--- src/rtl/instr_encoder.sv ---
// Sequential instruction encoder: range-checks symbolic instructions, packs them
// into 9-bit words and streams them into instruction memory at rising addresses.
module instr_encoder #(
  parameter int num_regs    = 12,
  parameter int instr_width = 9,
  parameter int imem_depth  = 256,
  localparam int reg_w      = $clog2(num_regs),
  localparam int addr_w     = $clog2(imem_depth)
) (
  input  logic                   clk,
  input  logic                   reset,
  input  logic                   start,
  input  logic [addr_w-1:0]      base_addr,
  input  logic                   in_valid,
  output logic                   in_ready,
  input  logic [3:0]             mnem,
  input  logic [reg_w-1:0]       rs,
  input  logic [reg_w-1:0]       rt,
  input  logic [reg_w-1:0]       rd,
  input  logic [2:0]             imm,
  output logic                   wr_en,
  output logic [addr_w-1:0]      wr_addr,
  output logic [instr_width-1:0] wr_data,
  output logic                   err,
  output logic [7:0]             err_count,
  output logic [addr_w:0]        word_count,
  output logic                   done,
  output logic                   overflow
);

  typedef enum logic [1:0] {IDLE, RUN, DONE} state_t;

  localparam logic [addr_w-1:0] last_addr = addr_w'(imem_depth - 1);

  state_t                   state, state_next;
  logic [addr_w-1:0]        ptr;
  logic                     xfer;
  logic                     legal;
  logic                     is_halt;
  logic                     rs_low;
  logic                     rt_low;
  logic [instr_width-1:0]   word;

  assign in_ready = (state == RUN);
  assign done     = (state == DONE);
  assign xfer     = in_valid && in_ready;

  // Field legality and packing; register offsets (rs-4, rd-8) reduce to low bits
  // because the legal ranges are aligned to the field widths.
  always_comb begin
    legal   = 1'b0;
    is_halt = 1'b0;
    word    = '0;
    rs_low  = (rs >= reg_w'(4)) && (rs <= reg_w'(7));
    rt_low  = (rt <= reg_w'(3));
    case (mnem)
      4'd0, 4'd1, 4'd2, 4'd3: begin
        legal = rs_low && rt_low;
        word  = {3'b000, rs[1:0], rt[1:0], mnem[1:0]};
      end
      4'd4, 4'd5: begin
        legal = rs_low && rt_low;
        word  = {3'b001, rs[1:0], rt[1:0], 1'b0, mnem[0]};
      end
      4'd6: begin
        legal = rs_low && rt_low && (rd >= reg_w'(8)) && (rd <= reg_w'(11));
        word  = {3'b010, rs[1:0], rt[1:0], rd[1:0]};
      end
      4'd7: begin
        legal = rs_low && (imm <= 3'd3) && (rd <= reg_w'(3));
        word  = {3'b011, rs[1:0], imm[1:0], rd[1:0]};
      end
      4'd8: begin
        legal = (rd <= reg_w'(7)) && (rs >= reg_w'(4)) && (rs <= reg_w'(11));
        word  = {3'b100, rd[2:0], rs[2:0] - 3'd4};
      end
      4'd9: begin
        legal = (rs <= reg_w'(7)) && (rd >= reg_w'(4)) && (rd <= reg_w'(11));
        word  = {3'b101, rs[2:0], rd[2:0] - 3'd4};
      end
      4'd15: begin
        legal   = 1'b1;
        is_halt = 1'b1;
        word    = 9'h1C0;
      end
      default: ;
    endcase
  end

  always_ff @(posedge clk or posedge reset) begin
    if (reset) state <= IDLE;
    else       state <= state_next;
  end

  always_comb begin
    state_next = state;
    case (state)
      IDLE:    if (start) state_next = RUN;
      RUN:     if (xfer && legal && (is_halt || ptr == last_addr)) state_next = DONE;
      DONE:    if (start) state_next = RUN;
      default: state_next = IDLE;
    endcase
  end

  // ptr is the next free address; wr_addr shows the address of the most recent write.
  always_ff @(posedge clk or posedge reset) begin
    if (reset) begin
      ptr        <= '0;
      wr_en      <= 1'b0;
      wr_addr    <= '0;
      wr_data    <= '0;
      err        <= 1'b0;
      err_count  <= '0;
      word_count <= '0;
      overflow   <= 1'b0;
    end else begin
      wr_en <= 1'b0;
      err   <= 1'b0;
      if (start && state != RUN) begin
        ptr        <= base_addr;
        wr_addr    <= base_addr;
        word_count <= '0;
        overflow   <= 1'b0;
      end else if (xfer) begin
        if (legal) begin
          wr_en      <= 1'b1;
          wr_addr    <= ptr;
          wr_data    <= word;
          word_count <= word_count + (addr_w+1)'(1);
          if (!is_halt && ptr == last_addr) overflow <= 1'b1;
          if (ptr != last_addr) ptr <= ptr + addr_w'(1);
        end else begin
          err <= 1'b1;
          if (err_count != 8'hFF) err_count <= err_count + 8'd1;
        end
      end
    end
  end

endmodule

--- config.mk ---
export PLATFORM = sky130hd
export DESIGN_NAME = instr_encoder
export DESIGN_NICKNAME = d
export VERILOG_FILES = /design/src/rtl/instr_encoder.sv
export SDC_FILE = /design/constraint.sdc
export NUM_CORES = 1
export LEC_CHECK = 0
export BUFFER_PORTS_ARGS = -buffer_cell sky130_fd_sc_hd__buf_2
export CELL_PAD_IN_SITES_DETAIL_PLACEMENT = 2
export CELL_PAD_IN_SITES_GLOBAL_PLACEMENT = 2
export CORE_UTILIZATION = 28
export CTS_CLUSTER_DIAMETER = 200
export DETAILED_ROUTE_END_ITERATION = 10
export GPL_ROUTABILITY_DRIVEN = 1
export HOLD_SLACK_MARGIN = 0.06
export PLACE_DENSITY_LB_ADDON = 0.1
export SYNTH_ARGS = -nofsm -noshare
export SYNTH_HDL_FRONTEND = slang
export SYNTH_SLANG_ARGS = --single-unit
--- constraint.sdc ---
create_clock -name clk -period 1.9 [get_ports clk]
set_input_delay 0.095 -clock clk [delete_from_list [all_inputs] [get_ports clk]]
set_output_delay 0.095 -clock clk [all_outputs]
set_load 0.05 [all_outputs]
==> Word level (Yosys, flattened, before mapping) <==
Cells that the tools add are included.
{ "totals": {"reg_bits": 47, "output_inout_bits": 39, "word_cells": 103} }
{ "classes": {"add_sub_neg": 5, "magnitude_cmp": 10, "n_eq_ne": 18, "mux": 26, "bitwise_logic": 2, "n_reduce_logical": 33} }
{ "ops": {"columns": ["cell", "count"], "rows": [
  ["case mux 9 bit (7 select lines)", 1],
  ["2-to-1 mux 8 bit", 7],
  ["2-to-1 mux 9 bit", 3],
  ["adder 8 x 1 -> 8 bit, second input constant", 2],
  ["equality test 4 x 3 -> 1 bit, second input constant", 4],
  ["inequality test 8 bit, second input constant", 2],
  ["logical AND 1 bit", 15],
  ["equality test 4 bit, second input constant", 3],
  ["2-to-1 mux 1 bit", 11],
  ["adder 9 x 1 -> 9 bit, second input constant", 1],
  ["AND reduction 3 bit", 3],
  ["equality test 4 x 2 -> 1 bit, second input constant", 2],
  ["equality test 8 bit, second input constant", 1],
  ["greater-or-equal comparator 4 x 3 -> 1 bit, second input constant", 2],
  ["<= comparator 4 x 2 -> 1 bit, second input constant", 2],
  ["<= comparator 4 x 3 -> 1 bit, second input constant", 2],
  ["<= comparator 4 bit, second input constant", 2],
  ["nonzero test 2 bit", 4],
  ["inequality test 2 x 1 -> 1 bit, second input constant", 3],
  ["case mux 1 bit (6 select lines)", 1],
  ["OR reduction 6 bit", 1],
  ["subtractor 3 bit, second input constant", 2],
  ["equality test 4 x 1 -> 1 bit, second input constant", 1],
  ["greater-or-equal comparator 4 bit, second input constant", 1],
  ["other kinds (14)", 18]
]} }

==> Depth between registers and ports, before layout <==
{ "depth": {"depth_word": 10, "depth_mapped": 10} }

==> Worst setup path before layout <==
Ideal clock, no wire load.
{ "synth_path": {"kind": "reg-to-reg", "from": "reg err_count[0]", "to": "reg err_count[1]", "setup_time_ns": 0.125, "arrival_time_ns": 2.220, "required_ns": 1.775, "slack_ns": -0.445, "stages_incl_launch_ff": 7, "n_path_buf": 0, "synth_period_minus_slack_ns": 2.345, "cell_sequence": "dfrtp_1 ha_1 and3_1 and3_1 and3_1 nor4_2 mux2_2"} }
{ "synth_via": {"elab_chain_cells": 2} }
{ "synth_rtl": {"columns": ["element", "line", "text"], "rows": [
  ["start: declaration", "25", "output logic [7:0] err_count,"],
  ["start signal: assignment", "134", "if (err_count != 8'hFF) err_count <= err_count + 8'd1;"],
  ["parallel branches: the longest is 2 deep, another holds adder 8 x 1 -> 8 bit", null, null]
]} }
Parallel ways; which one is timed is not known.
A chain may end at the register's enable or synchronous reset.

==> Final worst setup path <==
Ends and elaborated chain as after synthesis.

==> summary.txt <==
Status
  • Outcome: complete, no violations

Synth
  • Mean post-synth cell area: 9.37 sq um
  • Asr flop ratio synth: 1.00
  • Yosys cell types: 46
  • Mapped Area: 2590 sq um
  • Yosys top cell by area: dfrtp_1
  • Area contributors post-synth: dfrtp_1 (45%), nand2_1 (5.2%), o221ai_1 (3.7%)
  • Mapped Cells: 277
  • Seq cells post-synth: 47
  • Complex-gate fraction of the synthesized area: 0.215
  • Ys flop type: dfrtp_1
  • Post-synthesis simple-gate area fraction: 0.199
  • Main combinational cell family by area after synthesis: compound AO/OA/AOI/OAI gates
  • Syn_nets: 311
  • Post-Synth XOR/XNOR Area: 0.0371
  • Synth Area in Adders: 0.0145
  • Synth warn: 0
  • Share of the synthesized area in the top cell type: 0.453
  • Number of enable flip-flop cells after synthesis: 0
  • Post-synthesis sequential area ratio: 0.453
  • Mux contribution to synthesized area: 0.0400

STA
  • Slew HR: 0.556
  • Slew Viols, Final: 0
  • Hold_ws: 107 ps
  • RSZ-0062 raised after global routing: true
  • Tmin final: 1860 ps
  • Setup TNS: 0 ps
  • Clk_skew: 8.89 ps
  • Slew of the pin with the lowest slew margin: 663 ps
  • Setup WS post-layout: 42.1 ps
  • Endpoints failing setup: 0
  • Fin crit share: 0.978
  • Fmax: 538 MHz
  • Hold Violations, Final: 0

Route
  • Wire per inst: 17.5 um
  • Drt drc: 0
  • DR vias: 2695
  • Vias per Instance: 5.32
  • Final ANT Viol Nets: 0
  • DRT Pass-1 Iters: 8
  • Starting DRT DRC Count: 114
  • Total routed wirelength: 8900 um

Setup path
  • Crit path top cell by count: and3_4
  • Worst Setup Start Kind: flip-flop
  • Critical path's slowest cell: dfrtp_2
  • Setup CP Type: reg2reg
  • Crit path max fanout: 2
  • Arr. time, crit path: 2060 ps
  • Crit-path max cell delay: 440 ps
  • Cell chain of the critical path: ha_4 -> and3_4 -> and3_4 -> and3_4 -> nor4_4 -> buf_4 -> mux2_4
  • CP required: 2100 ps
  • Critical Path End Type: flip-flop

Global route
  • Global-route wire length before repair: 14900 um
  • Pin count of the biggest net entering global routing: 25
  • GRT overflow: 0
  • Vias in the first global route: 2945
  • All-Layer GR Usage: 0.195
  • Antenna violations before repair: 0

Finish
  • Commonest cells after routing, fill and taps aside: buf_2 (69), buf_4 (46), dfrtp_1 (45)
  • Layout area overhead: 42.7%
  • Finished Layout Cells: 507
  • Register area: 1180 sq um
  • Final instance area: 3700 sq um
  • Fill cells: 1006
  • Commonest non-fill, non-tap cell in the layout: buf_2
  • N_diodes: 0
  • Fraction of layout cells with a size suffix above 1: 0.373
  • Nets: 432
  • Footprint of the multi-input gates: 1410 sq um
  • Utilization after layout: 0.418

CTS
  • Deepest clock path buffer count: 2
  • CTS tree: built
  • CTS clk-pin slew, worst paths: 100 ps
  • Num CTS Buffers: 5
  • Clock sinks: 47
  • Htree depth: 2
  • Clock latency on the worst-skew pair: 310 ps
  • Clock root cell: clkbuf_8

Placement
  • Post-DP HPWL: 6710 um
  • Placed cell count: 488
  • Area post-placement: 3460 sq um
  • Pre-CTS setup slack: -301 ps
  • GP Congestion: 0.756
  • I/O Buffers: 69

Floorplan
  • Die X: 98.3 um
  • IO Pins: 70
  • Die H: 98.3 um
  • Core area: 8850 sq um
  • Starting Density: 0.293
  • Row count: 34
  • Die area: 9660 sq um

Power and ir drop
  • Pwr dens: 1330 nW/um^2
  • Total Power: 4.91 mW
  • Leak: 1.73 nW
  • Max rail drop VDD: 0.000512 V

Hold path
  • Worst hold path type: in2reg

Flow run
  • Max-Cap Viols: 0
-- Yosys cell counts (2+ instances only) --
cell type	number
a21o_1	2
a21oi_1	17
a31oi_1	5
and3_1	5
and4_1	2
buf_2	2
buf_4	2
buf_6	2
clkbuf_1	8
dfrtp_1	47
ha_1	3
inv_1	8
mux2_2	3
mux2i_1	7
nand2_1	36
nand2b_1	5
nand3_1	13
nand4_1	5
nor2_1	13
nor2b_1	2
nor3_1	3
nor4_1	4
o211ai_1	5
o21a_1	4
o21ai_0	13
o21ai_1	2
o221ai_1	11
o22ai_1	13
o31ai_1	4
or3_1	2
or4_1	5
xnor2_1	8
xor2_1	3
-- critical path: cells and delay by family, from the launching register on --
kind	cells	cell delay, ps
fa+ha+maj	1	160
buf+inv	1	170
flops	1	440
mux	1	290
simple gates	4	680
-- logic make-up (layout without fill, tap and decap cells) --
kind of cell	Yosys count	in the layout
AND/OR/NAND/NOR	101	101
flip-flops	47	47
multiplexers	10	10
buffers and inverters	22	144
XOR/XNOR	11	11
AO/OA/AOI/OAI	83	83
adder cells (fa/ha/maj)	3	3
-- layout make-up --
| type | count | share of cell area |
|---|---|---|
| repair buffers | 128 | 0.230 |
| well taps | 108 | 0.0365 |
| flip-flops and latches | 47 | 0.318 |
| clock inverters | 1 | 0.00237 |
| multi-input cells | 208 | 0.381 |
| inverters | 8 | 0.00811 |
| clock buffers | 7 | 0.0233 |
-- layer usage --
layer	track usage	wire length (um)
met5	0	0
met4	0.0471	86
met3	0.0251	266
met2	0.347	4430
met1	0.249	4110
-- final timing paths --
check	start	to	slack (ps)	cells past startpoint
setup reg to reg	err_count[0]$_DFFE_PP0P_	err_count[1]$_DFFE_PP0P_	40	7
setup / recovery	err_count[0]$_DFFE_PP0P_	err_count[1]$_DFFE_PP0P_	40	7
min in group asynchronous	reset	ptr[3]$_DFFE_PP0P_	390	3
hold / removal	start	state[0]$_DFFE_PP0P_	110	3
hold reg to reg	wr_data[8]$_DFFE_PP0P_	wr_data[8]$_DFFE_PP0P_	480	2
max in group asynchronous	reset	state[0]$_DFFE_PP0P_	980	4
-- flip-flops by register name (all words and copies together) (netlist names) --
signal	cells
wr_addr	8
word_count	9
err	1
wr_en	1
ptr	8
state	2
wr_data	9
err_count	8
overflow	1
-- repair_timing --
| action | CTS | global route |
|---|---|---|
| endpoints found under the hold margin | 34 | 0 |
| setup endpoints to repair | 4 | 12 |
| hold buffers | 9 | 0 |
| buffers inserted | 1 | 1 |
| pin swaps | 0 | 2 |
| resized for setup | 2 | 8 |
-- power breakdown --
part | internal, mW | total (mW) | switching (mW)
Clock | 0.299 | 0.661 | 0.362
Combinational | 0.871 | 2.58 | 1.71
Sequential | 1.34 | 1.67 | 0.332
No activity file was read; power rests on OpenSTA's default activity.
